### config.mk
export PLATFORM = sky130hd
export DESIGN_NAME = rr_sel8_4x1
export DESIGN_NICKNAME = d
export VERILOG_FILES = /design/src/rtl/rr_sel8_4x1.sv
export SDC_FILE = /design/constraint.sdc
export NUM_CORES = 1
export LEC_CHECK = 0
export ABC_CLOCK_PERIOD_IN_PS = 6640
export CORE_MARGIN = 10
export CORE_UTILIZATION = 41
export DETAILED_ROUTE_END_ITERATION = 6
export GPL_TIMING_DRIVEN = 0
export PLACE_DENSITY = 0.95
export REMOVE_ABC_BUFFERS = 1
export SLEW_MARGIN = 20
export SYNTH_ARGS = -nofsm -noshare
export SYNTH_HDL_FRONTEND = slang
export SYNTH_HIERARCHICAL = 1
export SYNTH_SLANG_ARGS = --single-unit
### constraint.sdc
create_clock -name clk -period 6.64 [get_ports clk]
set_input_delay 0.664 -clock clk [delete_from_list [all_inputs] [get_ports clk]]
set_output_delay 0.664 -clock clk [all_outputs]
set_load 0.005 [all_outputs]
### src/rtl/rr_sel8_4x1.sv
// Round-robin 4-to-1 selector with a one-entry registered output stage (8-bit data).
// Optional transfer counter on port xfer_cnt is built only when RR_XFER_CNT_EN is defined.

module mux8_4x1 (
  input  logic [7:0] d0,
  input  logic [7:0] d1,
  input  logic [7:0] d2,
  input  logic [7:0] d3,
  input  logic [1:0] s,
  output logic [7:0] y
);

  always_comb begin
    unique case (s)
      2'd0:    y = d0;
      2'd1:    y = d1;
      2'd2:    y = d2;
      default: y = d3;
    endcase
  end

endmodule

module rr_sel8_4x1 (
  input  logic       clk,
  input  logic       rst,
  input  logic [7:0] in0,
  input  logic [7:0] in1,
  input  logic [7:0] in2,
  input  logic [7:0] in3,
  input  logic [3:0] in_valid,
  output logic [3:0] in_ready,
  input  logic       out_ready,
  output logic [7:0] out,
  output logic       out_valid,
  output logic [1:0] sel
`ifdef RR_XFER_CNT_EN
  ,
  output logic [7:0] xfer_cnt
`endif
);

  typedef enum logic {
    S_EMPTY = 1'b0,
    S_FULL  = 1'b1
  } state_t;

  state_t     state_q, state_d;
  logic [7:0] out_q, out_d;
  logic [1:0] sel_q, sel_d;
  logic [1:0] ptr_q, ptr_d;

  logic [3:0] rot;
  logic [1:0] off;
  logic [1:0] grant;
  logic       any_vld;
  logic       load;
  logic [7:0] mux_y;

`ifdef RR_XFER_CNT_EN
  logic [7:0] cnt_q, cnt_d;

  function automatic logic [7:0] sat_inc8(input logic [7:0] v);
    return (v == 8'hFF) ? v : v + 8'd1;
  endfunction
`endif

  // Rotate requests so that bit 0 is the channel at ptr, then pick the first one.
  always_comb begin
    unique case (ptr_q)
      2'd0:    rot = in_valid;
      2'd1:    rot = {in_valid[0],   in_valid[3:1]};
      2'd2:    rot = {in_valid[1:0], in_valid[3:2]};
      default: rot = {in_valid[2:0], in_valid[3]};
    endcase
    if (rot[0])      off = 2'd0;
    else if (rot[1]) off = 2'd1;
    else if (rot[2]) off = 2'd2;
    else             off = 2'd3;
    grant   = ptr_q + off;
    any_vld = |in_valid;
    load    = ((state_q == S_EMPTY) || out_ready) && any_vld;
  end

  mux8_4x1 u_mux (
    .d0 (in0),
    .d1 (in1),
    .d2 (in2),
    .d3 (in3),
    .s  (grant),
    .y  (mux_y)
  );

  // State register.
  always_ff @(posedge clk or posedge rst) begin
    if (rst) begin
      state_q <= S_EMPTY;
      out_q   <= 8'h00;
      sel_q   <= 2'b00;
      ptr_q   <= 2'd0;
    end else begin
      state_q <= state_d;
      out_q   <= out_d;
      sel_q   <= sel_d;
      ptr_q   <= ptr_d;
    end
  end

  // Next-state and datapath update.
  always_comb begin
    state_d = state_q;
    out_d   = out_q;
    sel_d   = sel_q;
    ptr_d   = ptr_q;
    if (load) begin
      state_d = S_FULL;
      out_d   = mux_y;
      sel_d   = grant;
      ptr_d   = grant + 2'd1;
    end else if ((state_q == S_FULL) && out_ready) begin
      state_d = S_EMPTY;
    end
  end

  // Outputs; in_ready is forced low while reset is held since load may look true then.
  always_comb begin
    in_ready  = 4'b0000;
    if (load && !rst) in_ready[grant] = 1'b1;
    out_valid = (state_q == S_FULL);
    out       = out_q;
    sel       = sel_q;
  end

`ifdef RR_XFER_CNT_EN
  always_comb begin
    cnt_d = cnt_q;
    if ((state_q == S_FULL) && out_ready) cnt_d = sat_inc8(cnt_q);
  end

  always_ff @(posedge clk or posedge rst) begin
    if (rst) cnt_q <= 8'h00;
    else     cnt_q <= cnt_d;
  end

  assign xfer_cnt = cnt_q;
`endif

endmodule

==> results of run 1 <==
-- critical path: cells and delay by family --
family | cells | cell delay [ns]
buffers and inverters | 3 | 1.13
and+or+nand+nor | 1 | 0.31
AOI/OAI and AO/OA | 3 | 0.74
xor gates and xnor gates | 2 | 0.79
adders and majority gates | 1 | 0.29
-- area by class of cell --
class | instances | area, um^2
Clock buffer | 4 | 26.3
Timing Repair Buffer | 53 | 531
Multi-Input combinational cell | 71 | 569
Sequential cell | 13 | 325
Fill cell | 181 | 714
Inverter | 3 | 11.3
Tap cell | 28 | 35.0
-- Yosys cell counts, drive strengths merged, types with 2 or more instances --
cell and count:
nand2 33, dfrtp 13, mux4 8, buf 5
inv 3, mux2i 3, clkbuf 2, ha 2
nand3 2, nor2 2, nor4 2, nor4b 2
o21ai 2, o311ai 2
-- cell families (layout without fill, tap and decap cells) --
logic type / after synthesis / count (layout) / synth area share, %
AND/OR/NAND/NOR: 47 / 47 / 24.5
flip-flops: 13 / 13 / 33.9
multiplexers: 12 / 12 / 23.1
buffers and inverters: 10 / 60 / 6.66
AO/OA/AOI/OAI: 8 / 8 / 5.74
adder cells (fa/ha/maj): 2 / 2 / 2.61
XOR/XNOR: 2 / 2 / 3.40
-- routing by layer --
metal | up-vias | routed length (um) | part of all wire [%] | global-route usage [%]
met1 | 443 | 1090 | 36 | 12.8
met2 | 33 | 1650 | 55 | 25.8
met5 | - | 0 | 0 | 0
met3 | 6 | 192 | 6.4 | 3.26
met4 | 0 | 71 | 2.4 | 7.04
li1 | 436 | - | - | -
-- power by group --
part / internal [mW] / switching, mW / total, mW
logic: 0.268 / 0.200 / 0.468
registers: 0.118 / 0.0340 / 0.152
clock network: 0.0232 / 0.0236 / 0.0469
-- registers in the layout, summed over array words and instances, names as in the netlist --
register	cells
ptr_q	2
out_valid	1
out	8
sel	2
-- worst paths after layout --
path,from,end,slack [ns],cells past startpoint
min in group asynchronous,rst,out[3],0.91,2
max in group asynchronous,rst,out[6],5.39,2
min reg2reg,out[5],out[5],0.48,2
min,out[5],out[5],0.48,2
max,in_valid[3],in_ready[2],2.04,10
max reg2reg,ptr_q[0],out[7],3.59,9
==> flow_summary.toml, run 1 <==
[setup_path]
max_stage_delay_ns = 0.61
critPathArrivalTime_ns = 3.94
critPathKind = "in2out"
critical_path.cell_chain = "clkdlybuf4s50_1 > inv_1 > o311ai_0 > o21ai_0 > o311ai_0 > ha_1 > xnor2_2 > xor2_2 > nor4b_4 > clkdlybuf4s50_1"
path_max_fanout = 13
worstSetupEndpointType = "primary output"
worst_ep_required_time_ns = 5.98
slowest_stage = "xor2_2"
startpoint_type = "input pin"

[power_and_ir_drop]
power_leakage_nw = 0.625
power-per-cell-area_nw_per_um2 = 445
power_uw = 666
peakVddDrop_uv = 292

[clocking]
cts_buffer_depth = 2
cts.sinks = 13
cts_root_buf = "clkbuf_4"
cts_setup_buffers = 0
clk_latency_ns = 0.27
path_clk_slew_ns = 0.07
cts_tree = "built"
numCtsBuffers = 3
cts.hold.buffers_added = 0
cts_resized = 0
cts_max_level = 1

[yosys]
synthTopCellsByArea = "dfrtp_1, mux4_2, nand2_1"
synth_warnings = 6
yosys.area.top_type = "dfrtp_1"
postSynthCellCount = 94
syn_area_per_cell_um2 = 10.2
synth.ff_latch_count = 13
ys.flop_type = "dfrtp_1"
yosysTopAreaCellShare_pct = 33.9
synth_seq_area_share_pct = 33.9
synth-async-reset-ratio_pct = 100
syn-cell-area_um2 = 958
yosys.cell_types.count = 30
synth-edff-count = 0

[placed_design]
dp_cells = 168
dp_hpwl_um = 2500
port_buffers = 53
dpl-instance-area_um2 = 1470
gp_congestion = 0.767
preCtsSetupSlack_ns = 2.02

[layout]
antennaDiodeCount = 0
mostFrequentLayoutCells = "clkdlybuf4s50_1, nand2_1, dfrtp_1"
syn_to_final_growth_pct = 56.3
final_core_util_pct = 67.7
mostFrequentLayoutCell = "clkdlybuf4s50_1"
fin_cells = 172
stdcell_area_um2 = 1500
drive_above_1_share_pct = 11.1
nNetsFinal = 186

[detailed_routing]
drt-initial-drc-count = 52
wl_per_cell_um = 17.5
vias_per_cell = 5.34
drt_first_pass_iters = 4
drc = 0
vias = 918
ant_nets = 0
wl_um = 3010

[grt]
grt-ovfl-total = 0
antenna_found_initial = 0
grt_pass1_wl_um = 4720
grt_max_degree = 18
grt_util_all_layers_pct = 13.5
grt_pass1_vias = 989

[timing]
tightest_slew_ns = 0.922
rsz0062_at_grt = "false"
clock_skew_ns = 0.00197
hold-worst-slack_ns = 0.479
final_max_slew_viol_count = 0
post-route-period-util_pct = 69.3
final-setup-viol-count = 0
final.setup.tns_ns = 0
fmax_ghz = 0.217
final_hold_viol_count = 0
fin_ws_ns = 2.04
slew_headroom_pct = 38.6
period_needed_ns = 4.60

[status]
status = "completed"

[die]
dieWidth_um = 68.4
start_util_pct = 43.3
die-area_um2 = 4670
ios = 54
die_h_um = 68.4
core_um2 = 2210
fp-row-count = 17

[hold_path]
hold_path.class = "reg2reg"

[job]
drv_cap = 0
(Power assumes the default switching activity.)
==> run 2: changes to the inputs <==
--- a/config.mk
+++ b/config.mk
@@ -5,12 +5,12 @@
 export SDC_FILE = /design/constraint.sdc
 export NUM_CORES = 1
 export LEC_CHECK = 0
-export ABC_CLOCK_PERIOD_IN_PS = 6640
+export ABC_CLOCK_PERIOD_IN_PS = 4500
 export CORE_MARGIN = 10
-export CORE_UTILIZATION = 41
+export CORE_UTILIZATION = 38
 export DETAILED_ROUTE_END_ITERATION = 6
 export GPL_TIMING_DRIVEN = 0
-export PLACE_DENSITY = 0.95
+export PLACE_DENSITY = 0.91
 export REMOVE_ABC_BUFFERS = 1
 export SLEW_MARGIN = 20
 export SYNTH_ARGS = -nofsm -noshare
==> constraint.sdc (replaced) <==
create_clock -name clk -period 4.5 [get_ports clk]
set_input_delay 0.45 -clock clk [delete_from_list [all_inputs] [get_ports clk]]
set_output_delay 0.45 -clock clk [all_outputs]
set_load 0.005 [all_outputs]
==> run 2 against run 1 <==
Design area up 0.17%. Worst setup slack worse by 1.6 ns. Largest power group unchanged. Largest cell class unchanged. Sequential cell count unchanged. Sequential power up 47%. Global-route usage down 1.4 points. Count of clock-buffer cells in the layout unchanged. Critical path depth up 1. Worst hold slack better by 0.0036 ns. Non-clock buffer count unchanged. Clock skew down 0.0016 ns. First-iteration DRC count down 48%. Sequential share of layout area about the same.
==> flow_summary.toml, run 2 (synthesis gave the netlist of run 1 again) <==
[setup_path]
startpoint_type = "input pin"
worst_ep_required_time_ns = 4.05
worstSetupEndpointType = "primary output"
r2r_cells = 10
max_stage_delay_ns = 0.60
startpoint = "in_valid[3]"
r2r-start = "ptr_q[0]"
critical_path.cell_chain = "clkdlybuf4s50_1 > inv_1 > nand3_1 > o311ai_0 > o21ai_0 > o311ai_0 > ha_1 > xnor2_2 > xor2_2 > nor4b_4 > clkdlybuf4s50_1"
critPathArrivalTime_ns = 3.63
reg2reg_to = "out[4]"
slowest_stage = "xor2_2"
critPathKind = "in2out"
path_max_fanout = 13
crit_end = "in_ready[2]"
rrSetupSlack_ns = 1.55

[grt]
grt-ovfl-total = 0
antenna_found_initial = 0
grt_max_degree = 18
grt_pass1_vias = 1041
grt_pass1_wl_um = 4940
grt_util_all_layers_pct = 12.1

[clocking]
clk_latency_ns = 0.28
numCtsBuffers = 3
cts_buffer_depth = 2
cts_setup_buffers = 0
cts.hold.buffers_added = 0
cts_max_level = 1
path_clk_slew_ns = 0.08
cts_resized = 0
cts_tree = "built"
cts_root_buf = "clkbuf_4"
cts.sinks = 13

[detailed_routing]
drc = 0
vias_per_cell = 5.22
wl_um = 3020
vias = 908
met1_length_um = 1070
wl_met2_um = 1720
highest-signal-layer = "met4"
wl_per_cell_um = 17.3
met3WireLength_um = 204
ant_nets = 0
drt-initial-drc-count = 27
drt_first_pass_iters = 4

[layout]
mostFrequentLayoutCells = "clkdlybuf4s50_1, nand2_1, dfrtp_1"
fillers = 214
drive_above_1_share_pct = 11.1
nNetsFinal = 186
final_core_util_pct = 61.7
register_area_um2 = 325
mostFrequentLayoutCell = "clkdlybuf4s50_1"
largest_register_ffs = 8
fin_cells = 174
syn_to_final_growth_pct = 56.5
multi_input_area_um2 = 569
antennaDiodeCount = 0

[placed_design]
dp_hpwl_um = 2430
preCtsSetupSlack_ns = 0.451
port_buffers = 53
dp_cells = 170
gp_congestion = 0.688

[timing]
slew_headroom_pct = 40.4
clock_skew_ns = 0.000376
final-setup-viol-count = 0
rsz0062_at_grt = "false"
tightest_slew_ns = 0.893
fmax_ghz = 0.245
fin_ws_ns = 0.418
final.setup.tns_ns = 0
final_hold_viol_count = 0
final_max_slew_viol_count = 0
period_needed_ns = 4.08
post-route-period-util_pct = 90.7

[die]
die-area_um2 = 4930
start_util_pct = 39.4
core_um2 = 2430
dieWidth_um = 70.2
fp-row-count = 18
die_h_um = 70.2
ios = 54

[power_and_ir_drop]
peakVddDrop_uv = 425
power_leakage_nw = 0.625
power-per-cell-area_nw_per_um2 = 658

[hold_path]
hold_path.class = "reg2reg"

[status]
status = "completed"

[job]
drv_cap = 0
-- run 2: metal layers --
metal | global-route usage, % | vias to the layer above
met1 | 11.8 | 434
met2 | 23.3 | 33
met4 | 2.63 | 0
met3 | 4.38 | 4
li1 | - | 437
met5 | 0 | -
-- run 2: area by class of cell --
class / count / share of cell area, %
Inverter: 3 / 0.751
Tap cell: 30 / 2.50
Clock buffer: 4 / 1.75
Multi-Input combinational cell: 71 / 37.9
Timing Repair Buffer: 53 / 35.4
Sequential cell: 13 / 21.7
-- run 2: how the worst min path moves through the flow --
| stage | start | to | slack [ns] | cells after the start |
|---|---|---|---|---|
| after floorplan | rst | out[0] | 0.33 | 1 |
| after global placement | out[3] | out[3] | 0.46 | 2 |
| after detailed placement | sel[0] | sel[0] | 0.47 | 2 |
| after CTS | sel[0] | sel[0] | 0.49 | 2 |
| after global routing | out[6] | out[6] | 0.51 | 2 |
| final | sel[0] | sel[0] | 0.48 | 2 |
-- run 2: stage by stage --
step                total power [mW]  instance area, um^2  hold WS [ns]
finish                         0.987                 1500         0.483
global route                    1.07                 1500         0.513
CTS                             1.00                 1500         0.487
detailed placement             0.922                 1470         0.467
global placement               0.892                 1470         0.458
floorplan                      0.679                  906         0.332
-- run 2: where the power goes --
group	switching, mW	internal [mW]	total [mW]
logic	0.294	0.396	0.690
registers	0.0499	0.173	0.223
clock network	0.0390	0.0344	0.0734
total	0.383	0.603	0.987
-- run 2: worst max-delay path: cells and delay by family --
kind	cells	cell delay, ns
adders and majority gates	1	0.27
AOI/OAI and AO/OA	3	0.44
and+or+nand+nor	2	0.41
xor gates and xnor gates	2	0.90
buffers and inverters	3	1.16
